$ cat src/rtl/falling_piece_controller_pkg.sv
// Shared types and helpers for the falling-piece controller.
package falling_piece_controller_pkg;

  typedef enum logic [2:0] {
    BLANK,
    TILE_I,
    TILE_O,
    TILE_T,
    TILE_S,
    TILE_Z,
    TILE_J,
    TILE_L
  } tile_type_t;

  typedef enum logic [1:0] {
    ORIENTATION_0,
    ORIENTATION_R,
    ORIENTATION_2,
    ORIENTATION_L
  } orientation_t;

  typedef enum logic [1:0] {
    FC_IDLE,
    FC_FALLING,
    FC_LOCKING,
    FC_LOCKED
  } fc_state_t;

  localparam logic [4:0] DEFAULT_SPAWN_ROW = 5'd1;
  localparam logic [4:0] DEFAULT_SPAWN_COL = 5'd4;

  // Clockwise step: 0 -> R -> 2 -> L -> 0.
  function automatic orientation_t orient_cw(input orientation_t o);
    case (o)
      ORIENTATION_0: orient_cw = ORIENTATION_R;
      ORIENTATION_R: orient_cw = ORIENTATION_2;
      ORIENTATION_2: orient_cw = ORIENTATION_L;
      default:       orient_cw = ORIENTATION_0;
    endcase
  endfunction

  // Counter-clockwise step: 0 -> L -> 2 -> R -> 0.
  function automatic orientation_t orient_ccw(input orientation_t o);
    case (o)
      ORIENTATION_0: orient_ccw = ORIENTATION_L;
      ORIENTATION_L: orient_ccw = ORIENTATION_2;
      ORIENTATION_2: orient_ccw = ORIENTATION_R;
      default:       orient_ccw = ORIENTATION_0;
    endcase
  endfunction

endpackage

$ cat src/rtl/falling_piece_controller_lock_delay_timer.sv
// Lock delay counter with a bounded number of restarts per piece.
module falling_piece_controller_lock_delay_timer #(
  parameter int LOCK_DELAY_CYCLES = 25_000_000,
  parameter int MAX_LOCK_RESETS   = 15
) (
  input  logic clk,
  input  logic rst_l,
  input  logic clear_all,   // new piece: counter and restart budget cleared
  input  logic restart,     // not resting: counter held at zero
  input  logic count_en,    // resting this cycle
  input  logic kick,        // successful move/rotate while resting
  output logic expired,
  output logic reset_avail
);

  localparam int CW = (LOCK_DELAY_CYCLES > 1) ? $clog2(LOCK_DELAY_CYCLES) : 1;
  localparam int RW = (MAX_LOCK_RESETS > 0) ? $clog2(MAX_LOCK_RESETS + 1) : 1;
  localparam logic [CW-1:0] LAST = CW'(LOCK_DELAY_CYCLES - 1);
  localparam logic [RW-1:0] RMAX = RW'(MAX_LOCK_RESETS);

  logic [CW-1:0] cnt_q;
  logic [RW-1:0] rc_q;

  assign expired     = (cnt_q == LAST);
  assign reset_avail = (rc_q < RMAX);

  // Counter saturates at LAST so an action on the final cycle just delays the lock by one.
  always_ff @(posedge clk or negedge rst_l) begin
    if (!rst_l) begin
      cnt_q <= '0;
      rc_q  <= '0;
    end else if (clear_all) begin
      cnt_q <= '0;
      rc_q  <= '0;
    end else if (restart) begin
      cnt_q <= '0;
    end else if (count_en) begin
      if (kick && reset_avail) begin
        cnt_q <= '0;
        rc_q  <= rc_q + 1'b1;
      end else if (!expired) begin
        cnt_q <= cnt_q + 1'b1;
      end
    end
  end

endmodule

$ cat src/rtl/falling_piece_controller.sv
// Owns the falling tetromino: spawn, one action per cycle, gravity, lock delay, hard drop.
// Spawn handshake: a piece is taken on a rising clk edge where spawn_valid && spawn_ready;
// spawn_ready is high only in IDLE, and spawn_valid outside IDLE is simply ignored.
module falling_piece_controller
  import falling_piece_controller_pkg::*;
#(
  parameter logic [4:0] SPAWN_ROW         = DEFAULT_SPAWN_ROW,
  parameter logic [4:0] SPAWN_COL         = DEFAULT_SPAWN_COL,
  parameter int         LOCK_DELAY_CYCLES = 25_000_000,
  parameter int         MAX_LOCK_RESETS   = 15
) (
  input  logic         clk,
  input  logic         rst_l,
  input  logic         spawn_valid,
  input  tile_type_t   spawn_type,
  output logic         spawn_ready,
  input  logic         gravity_tick,
  input  logic         in_rotate_R,
  input  logic         in_rotate_L,
  input  logic         in_move_R,
  input  logic         in_move_L,
  input  logic         in_soft_drop,
  input  logic         in_hard_drop,
  input  logic [4:0]   hard_drop_row,
  output logic [4:0]   rotate_R_row,
  output logic [4:0]   rotate_R_col,
  output logic [4:0]   rotate_L_row,
  output logic [4:0]   rotate_L_col,
  output logic [4:0]   move_R_row,
  output logic [4:0]   move_R_col,
  output logic [4:0]   move_L_row,
  output logic [4:0]   move_L_col,
  output logic [4:0]   soft_drop_row,
  output logic [4:0]   soft_drop_col,
  output orientation_t rotate_R_orientation,
  output orientation_t rotate_L_orientation,
  output orientation_t move_R_orientation,
  output orientation_t move_L_orientation,
  output orientation_t soft_drop_orientation,
  input  logic         rotate_R_valid,
  input  logic         rotate_L_valid,
  input  logic         move_R_valid,
  input  logic         move_L_valid,
  input  logic         soft_drop_valid,
  input  logic [4:0]   rotate_R_row_kick,
  input  logic [4:0]   rotate_R_col_kick,
  input  logic [4:0]   rotate_L_row_kick,
  input  logic [4:0]   rotate_L_col_kick,
  output tile_type_t   falling_type,
  output logic [4:0]   falling_row,
  output logic [4:0]   falling_col,
  output orientation_t falling_orientation,
  output logic         falling_active,
  output logic         lock_pulse,
  output logic [1:0]   state_dbg
);

  fc_state_t    state_q, state_d;
  logic [4:0]   row_q, row_d, col_q, col_d;
  orientation_t orient_q, orient_d;
  tile_type_t   type_q, type_d;

  logic spawn_accept;
  logic applied;   // any action changed the piece this cycle
  logic moved;     // the applied action was a move or rotate
  logic lock_expired;
  logic lock_reset_avail;

  // Candidate origins for the validity checker, all from registered state.
  assign rotate_R_row          = row_q;
  assign rotate_R_col          = col_q;
  assign rotate_R_orientation  = orient_cw(orient_q);
  assign rotate_L_row          = row_q;
  assign rotate_L_col          = col_q;
  assign rotate_L_orientation  = orient_ccw(orient_q);
  assign move_R_row            = row_q;
  assign move_R_col            = col_q + 5'd1;
  assign move_R_orientation    = orient_q;
  assign move_L_row            = row_q;
  assign move_L_col            = col_q - 5'd1;  // 0 wraps to 31; the checker rejects it
  assign move_L_orientation    = orient_q;
  assign soft_drop_row         = row_q + 5'd1;
  assign soft_drop_col         = col_q;
  assign soft_drop_orientation = orient_q;

  assign falling_type        = type_q;
  assign falling_row         = row_q;
  assign falling_col         = col_q;
  assign falling_orientation = orient_q;
  assign falling_active      = (state_q == FC_FALLING) || (state_q == FC_LOCKING);
  assign spawn_ready         = (state_q == FC_IDLE);
  assign lock_pulse          = (state_q == FC_LOCKED);
  assign state_dbg           = state_q;

  falling_piece_controller_lock_delay_timer #(
    .LOCK_DELAY_CYCLES(LOCK_DELAY_CYCLES),
    .MAX_LOCK_RESETS  (MAX_LOCK_RESETS)
  ) u_lock_timer (
    .clk        (clk),
    .rst_l      (rst_l),
    .clear_all  (spawn_accept),
    .restart    (state_q != FC_LOCKING),
    .count_en   (state_q == FC_LOCKING),
    .kick       ((state_q == FC_LOCKING) && moved),
    .expired    (lock_expired),
    .reset_avail(lock_reset_avail)
  );

  // Piece state and FSM register.
  always_ff @(posedge clk or negedge rst_l) begin
    if (!rst_l) begin
      state_q  <= FC_IDLE;
      row_q    <= '0;
      col_q    <= '0;
      orient_q <= ORIENTATION_0;
      type_q   <= BLANK;
    end else begin
      state_q  <= state_d;
      row_q    <= row_d;
      col_q    <= col_d;
      orient_q <= orient_d;
      type_q   <= type_d;
    end
  end

  // Action priority, piece update and next state.
  always_comb begin
    state_d      = state_q;
    row_d        = row_q;
    col_d        = col_q;
    orient_d     = orient_q;
    type_d       = type_q;
    spawn_accept = 1'b0;
    applied      = 1'b0;
    moved        = 1'b0;
    case (state_q)
      FC_IDLE: begin
        if (spawn_valid) begin
          spawn_accept = 1'b1;
          row_d        = SPAWN_ROW;
          col_d        = SPAWN_COL;
          orient_d     = ORIENTATION_0;
          type_d       = spawn_type;
          state_d      = FC_FALLING;
        end
      end
      FC_FALLING, FC_LOCKING: begin
        if (in_hard_drop) begin
          row_d   = hard_drop_row;
          applied = 1'b1;
        end else if (in_rotate_R && rotate_R_valid) begin
          row_d    = rotate_R_row_kick;
          col_d    = rotate_R_col_kick;
          orient_d = orient_cw(orient_q);
          applied  = 1'b1;
          moved    = 1'b1;
        end else if (in_rotate_L && rotate_L_valid) begin
          row_d    = rotate_L_row_kick;
          col_d    = rotate_L_col_kick;
          orient_d = orient_ccw(orient_q);
          applied  = 1'b1;
          moved    = 1'b1;
        end else if (in_move_R && move_R_valid) begin
          col_d   = col_q + 5'd1;
          applied = 1'b1;
          moved   = 1'b1;
        end else if (in_move_L && move_L_valid) begin
          col_d   = col_q - 5'd1;
          applied = 1'b1;
          moved   = 1'b1;
        end else if ((in_soft_drop || gravity_tick) && soft_drop_valid) begin
          row_d   = row_q + 5'd1;
          applied = 1'b1;
        end

        if (in_hard_drop) begin
          state_d = FC_LOCKED;
        end else if (state_q == FC_FALLING) begin
          if (!applied && !soft_drop_valid) state_d = FC_LOCKING;
        end else begin
          if (soft_drop_valid)                  state_d = FC_FALLING;
          else if (!applied && lock_expired)    state_d = FC_LOCKED;
        end
      end
      default: begin
        state_d = FC_IDLE;
      end
    endcase
  end

  // lock_reset_avail is consumed inside the timer; exposed here only for completeness of the hookup.
  logic unused_ok;
  assign unused_ok = lock_reset_avail;

endmodule

$ cat config.mk
export PLATFORM = sky130hd
export DESIGN_NAME = falling_piece_controller
export DESIGN_NICKNAME = d
export VERILOG_FILES = /design/src/rtl/falling_piece_controller_pkg.sv /design/src/rtl/falling_piece_controller_lock_delay_timer.sv /design/src/rtl/falling_piece_controller.sv
export SDC_FILE = /design/constraint.sdc
export NUM_CORES = 1
export LEC_CHECK = 0
export ABC_AREA = 1
export CAP_MARGIN = 10
export CELL_PAD_IN_SITES_DETAIL_PLACEMENT = 1
export CELL_PAD_IN_SITES_GLOBAL_PLACEMENT = 2
export CORE_ASPECT_RATIO = 1.25
export CORE_MARGIN = 2
export CORE_UTILIZATION = 24
export CTS_CLUSTER_SIZE = 28
export DETAILED_ROUTE_END_ITERATION = 10
export HOLD_SLACK_MARGIN = 0.05
export PLACE_DENSITY = 0.92
export SETUP_SLACK_MARGIN = 0.1
export SLEW_MARGIN = 40
export SYNTH_ARGS = -nofsm -noshare
export SYNTH_HDL_FRONTEND = slang
export SYNTH_SLANG_ARGS = --single-unit
export TNS_END_PERCENT = 100
$ cat constraint.sdc
create_clock -name clk -period 1.9 [get_ports clk]
set_clock_uncertainty 0.1 [all_clocks]
set_input_delay 0.57 -clock clk [delete_from_list [all_inputs] [get_ports clk]]
set_output_delay 0.57 -clock clk [all_outputs]
set_load 0.03 [all_outputs]
==> impl_results.html <==
<table>
<tr><th>Metric</th><th>Value</th></tr>
<tr><th colspan="2">Run status</th></tr>
<tr><td>Outcome</td><td>complete, but fails checks</td></tr>
<tr><td>Violations in the final reports</td><td>negative setup slack</td></tr>
<tr><th colspan="2">Clock network</th></tr>
<tr><td>Buffer cell driving the clock tree root</td><td>sky130_fd_sc_hd__clkbuf_16</td></tr>
<tr><td>Hold-fix buffers, CTS</td><td>0</td></tr>
<tr><td>Worst-path clk slew</td><td>0.07 ns</td></tr>
<tr><td>TritonCTS clock tree</td><td>built</td></tr>
<tr><td>Number of H-tree levels</td><td>2</td></tr>
<tr><td>Insertion delay of the later-clocked pin in the worst-skew pair</td><td>0.29 ns</td></tr>
<tr><td>Maximum clock path buffer count</td><td>2</td></tr>
<tr><td>Total clock buffers created by CTS</td><td>5</td></tr>
<tr><td>CTS sink cnt</td><td>46</td></tr>
<tr><th colspan="2">Synth</th></tr>
<tr><td>Top cells by count, synth</td><td>sky130_fd_sc_hd__nand2_1 (88), sky130_fd_sc_hd__nor2_1 (76), sky130_fd_sc_hd__inv_1 (52), sky130_fd_sc_hd__dfrtp_1 (46), sky130_fd_sc_hd__buf_4 (44)</td></tr>
<tr><td>Cell types occupying the most area after synthesis</td><td>sky130_fd_sc_hd__dfrtp_1 (33%), sky130_fd_sc_hd__buf_4 (9.6%), sky130_fd_sc_hd__nand2_1 (9.6%)</td></tr>
<tr><td>Post-synthesis instance total</td><td>470</td></tr>
<tr><td>Cell Area, Synth</td><td>3440 um2</td></tr>
<tr><td>Number of register bits inferred by synthesis</td><td>46</td></tr>
<tr><td>Yosys top cell by area</td><td>sky130_fd_sc_hd__dfrtp_1</td></tr>
<tr><td>Area share of the largest cell type after synthesis</td><td>33.5%</td></tr>
<tr><td>Synth warn</td><td>0</td></tr>
<tr><td>Main flop type after synthesis</td><td>sky130_fd_sc_hd__dfrtp_1</td></tr>
<tr><td>Post-synth EDFFs</td><td>0</td></tr>
<tr><td>Share of synthesized flip-flops with an asynchronous set or reset</td><td>100%</td></tr>
<tr><td>Dominant cell by count in the synthesized netlist</td><td>sky130_fd_sc_hd__nand2_1</td></tr>
<tr><td>Total nets after synthesis</td><td>524</td></tr>
<tr><td>Register area share after synthesis</td><td>33.5%</td></tr>
<tr><td>Post-Syn Area per Cell</td><td>7.32 um2</td></tr>
<tr><td>Number of unique standard cell types used by synthesis</td><td>37</td></tr>
<tr><th colspan="2">Floorplan</th></tr>
<tr><td>Starting density of the core</td><td>24.7%</td></tr>
<tr><td>Floorplan row count</td><td>48</td></tr>
<tr><td>Die Y</td><td>138 um</td></tr>
<tr><td>Placeable Area</td><td>13900 um2</td></tr>
<tr><td>Die outline width</td><td>111 um</td></tr>
<tr><td>Number of I/O pins</td><td>123</td></tr>
<tr><td>Die outline area</td><td>15300 um2</td></tr>
<tr><th colspan="2">Final layout</th></tr>
<tr><td>Synthesis-to-finish area growth</td><td>69.4%</td></tr>
<tr><td>Ratio of cells with drive above 1 in the final layout</td><td>46.8%</td></tr>
<tr><td>Nets</td><td>692</td></tr>
<tr><td>Footprint of the flip-flops and latches</td><td>1170 um2</td></tr>
<tr><td>Finished Core Util</td><td>41.8%</td></tr>
<tr><td>Filler cell count</td><td>1677</td></tr>
<tr><td>Area occupied by multi-input gates</td><td>2230 um2</td></tr>
<tr><td>Antenna Cells</td><td>0</td></tr>
<tr><th colspan="2">Drt</th></tr>
<tr><td>Average routed wire per standard cell</td><td>16.5 um</td></tr>
<tr><td>Initial DRC count</td><td>110</td></tr>
<tr><td>Via count of the routed design</td><td>3809</td></tr>
<tr><td>Detailed-route wire length</td><td>13400 um</td></tr>
<tr><td>Mean number of vias per cell</td><td>4.68</td></tr>
<tr><td>Antenna violation net count after detailed routing</td><td>0</td></tr>
<tr><td>Iteration count of the initial detailed-routing pass</td><td>4</td></tr>
<tr><td>Post-route DRC</td><td>0</td></tr>
<tr><th colspan="2">Critical path</th></tr>
<tr><td>R2R cell count</td><td>8</td></tr>
<tr><td>Capture point of the critical path</td><td>move_L_col[4]</td></tr>
<tr><td>Worst setup startpoint</td><td>falling_col[0]</td></tr>
<tr><td>Type of origin of the critical path</td><td>flip-flop</td></tr>
<tr><td>Crit end category</td><td>output pin</td></tr>
<tr><td>Top fanout value on the critical path</td><td>6</td></tr>
<tr><td>R2r startpoint</td><td>falling_col[0]</td></tr>
<tr><td>Required @ worst endpoint</td><td>1.23 ns</td></tr>
<tr><td>Crit Path Category</td><td>flip-flop to output pin</td></tr>
<tr><td>Setup slack, reg-to-reg</td><td>0.13 ns</td></tr>
<tr><td>Critical path data arrival time</td><td>1.46 ns</td></tr>
<tr><td>Crit Reg-Reg Endpoint</td><td>falling_col[1]</td></tr>
<tr><th colspan="2">STA</th></tr>
<tr><td>Final critical-path required period</td><td>2.13 ns</td></tr>
<tr><td>Setup repair after global routing missed its margin</td><td>true</td></tr>
<tr><td># setup viols final</td><td>13</td></tr>
<tr><td>Period utilization</td><td>112%</td></tr>
<tr><td>Smallest setup slack after layout</td><td>-0.225 ns</td></tr>
<tr><td>Worst max-slew margin expressed relative to the limit</td><td>64.4%</td></tr>
<tr><td>Hold violation total from the final report</td><td>0</td></tr>
<tr><td>Final hold slack</td><td>0.0918 ns</td></tr>
<tr><td>Final Max Slew Viols</td><td>0</td></tr>
<tr><td>Max Clk Rate</td><td>0.471 GHz</td></tr>
<tr><td>Worst Tran Pin Value</td><td>0.529 ns</td></tr>
<tr><td>Setup tns final</td><td>-1.60 ns</td></tr>
<tr><th colspan="2">Power</th></tr>
<tr><td>VDD IR-drop max</td><td>0.00120 V</td></tr>
<tr><td>Power per standard cell area</td><td>1730 nW/um2</td></tr>
<tr><td>P_leak</td><td>2.65 nW</td></tr>
<tr><th colspan="2">Place</th></tr>
<tr><td>Port bufs</td><td>122</td></tr>
<tr><td>Placed wire-length estimate</td><td>9500 um</td></tr>
<tr><td>Worst Setup Slack post-DPL</td><td>-0.386 ns</td></tr>
<tr><td>RD Place Congestion</td><td>0.864</td></tr>
<tr><th colspan="2">Hold path</th></tr>
<tr><td>Class of the most critical hold timing path</td><td>input pin to asynchronous set/reset pin</td></tr>
<tr><th colspan="2">Global route</th></tr>
<tr><td>Total GRT Usage</td><td>16.6%</td></tr>
<tr><td>Overflow left after global routing</td><td>0</td></tr>
<tr><td>Number of antenna violations at the first check in global routing</td><td>0</td></tr>
<tr><td>Largest net degree at the start of global routing</td><td>35</td></tr>
<tr><td>Global-route wire length before repair</td><td>20300 um</td></tr>
<tr><td>Number of global-route vias before repair</td><td>3914</td></tr>
<tr><th colspan="2">Job</th></tr>
<tr><td># Max-Cap Violations</td><td>0</td></tr>
</table>
sequential cells by signal, summed over array words and instances, names as in the netlist:
signal / flops
u_lock_timer.cnt_q: 25
falling_row: 5
falling_type: 3
falling_orientation: 2
falling_col: 5
state_dbg: 2
u_lock_timer.rc_q: 4
worst max-delay path, stage by stage (launching register included):
cell                       delay (ns)
sky130_fd_sc_hd__dfrtp_2         0.49
sky130_fd_sc_hd__clkinv_4        0.09
sky130_fd_sc_hd__ha_4            0.16
sky130_fd_sc_hd__nand3_4         0.10
sky130_fd_sc_hd__xnor2_4         0.16
sky130_fd_sc_hd__buf_6           0.15
cell usage in the layout (no fill, tap or decap), types with 9 or more instances in the layout:
cell | Yosys | final
sky130_fd_sc_hd__clkdlybuf4s50_1 | 0 | 29
sky130_fd_sc_hd__dfrtp_2 | 0 | 14
sky130_fd_sc_hd__nor3_1 | 13 | 10
sky130_fd_sc_hd__nor2_1 | 76 | 70
sky130_fd_sc_hd__dfrtp_1 | 46 | 32
sky130_fd_sc_hd__dlygate4sd2_1 | 0 | 12
sky130_fd_sc_hd__buf_6 | 1 | 33
sky130_fd_sc_hd__nand2_2 | 7 | 13
sky130_fd_sc_hd__nor2_4 | 4 | 10
sky130_fd_sc_hd__o21ai_0 | 18 | 12
sky130_fd_sc_hd__buf_4 | 44 | 92
sky130_fd_sc_hd__nand2_1 | 88 | 77
sky130_fd_sc_hd__nand3_1 | 29 | 18
sky130_fd_sc_hd__inv_2 | 4 | 11
sky130_fd_sc_hd__buf_2 | 2 | 25
sky130_fd_sc_hd__nand2_4 | 5 | 9
sky130_fd_sc_hd__inv_1 | 52 | 37
cell families (layout without fill, tap and decap cells):
| kind of cell | count (synthesis) | after routing | synth area share [%] |
|---|---|---|---|
| simple gates | 243 | 243 | 33.0 |
| xor+xnor | 17 | 17 | 4.33 |
| fa+ha+maj | 11 | 11 | 4.00 |
| buf+inv | 105 | 274 | 16.6 |
| flops | 46 | 46 | 33.5 |
| compound gates | 48 | 48 | 8.62 |
layout make-up:
cell class	count	share of cell area [%]
clock inverter	2	0.644
multi-input combinational	319	38.2
clock buffer	6	2.21
inverter	57	4.10
timing repair buffer	209	31.0
sequential	46	20.1
tap	175	3.76
per-stage QoR:
stage          cells  power, W  area (um2)
6_report         814    0.0101        5830
3_5_place_dp     754   0.00766        4930
3_3_place_gp     754   0.00752        4930
4_1_cts          790   0.00933        5420
5_1_grt          814    0.0106        5830
2_1_floorplan    470   0.00574        3650
power breakdown:
part	switching, W	internal (W)
Combinational	0.00431	0.00327
Sequential	0.000295	0.00121
Clock	0.000393	0.000622
how the worst min path moves through the flow:
| stage | endpoint | slack (ns) | cells past startpoint |
|---|---|---|---|
| floorplan | falling_col[0] | 0.17 | 0 |
| global placement | u_lock_timer.rc_q[3] | 0.35 | 1 |
| detailed placement | u_lock_timer.rc_q[3] | 0.38 | 1 |
| CTS | falling_row[3] | 0.09 | 1 |
| global route | falling_row[3] | 0.10 | 1 |
| finish | falling_row[1] | 0.09 | 1 |
repair_timing:
action / 4_1_cts / 5_1_grt
resized for setup: 244 / 102
hold endpoints to repair: 0 / 0
gates cloned: 1 / 1
setup buffers: 28 / 24
pin swaps: 19 / 23
endpoints found under the setup margin: 99 / 82
layer usage:
| layer | global-route usage, % | wire (um) | vias to the layer above |
|---|---|---|---|
| li1 | - | - | 1786 |
| met1 | 18.1 | 5050 | 1896 |
| met2 | 32.4 | 7600 | 99 |
| met3 | 2.20 | 360 | 28 |
| met4 | 7.00 | 424 | 0 |
| met5 | 0 | 0 | - |
Power figures use the tool's default switching activity.
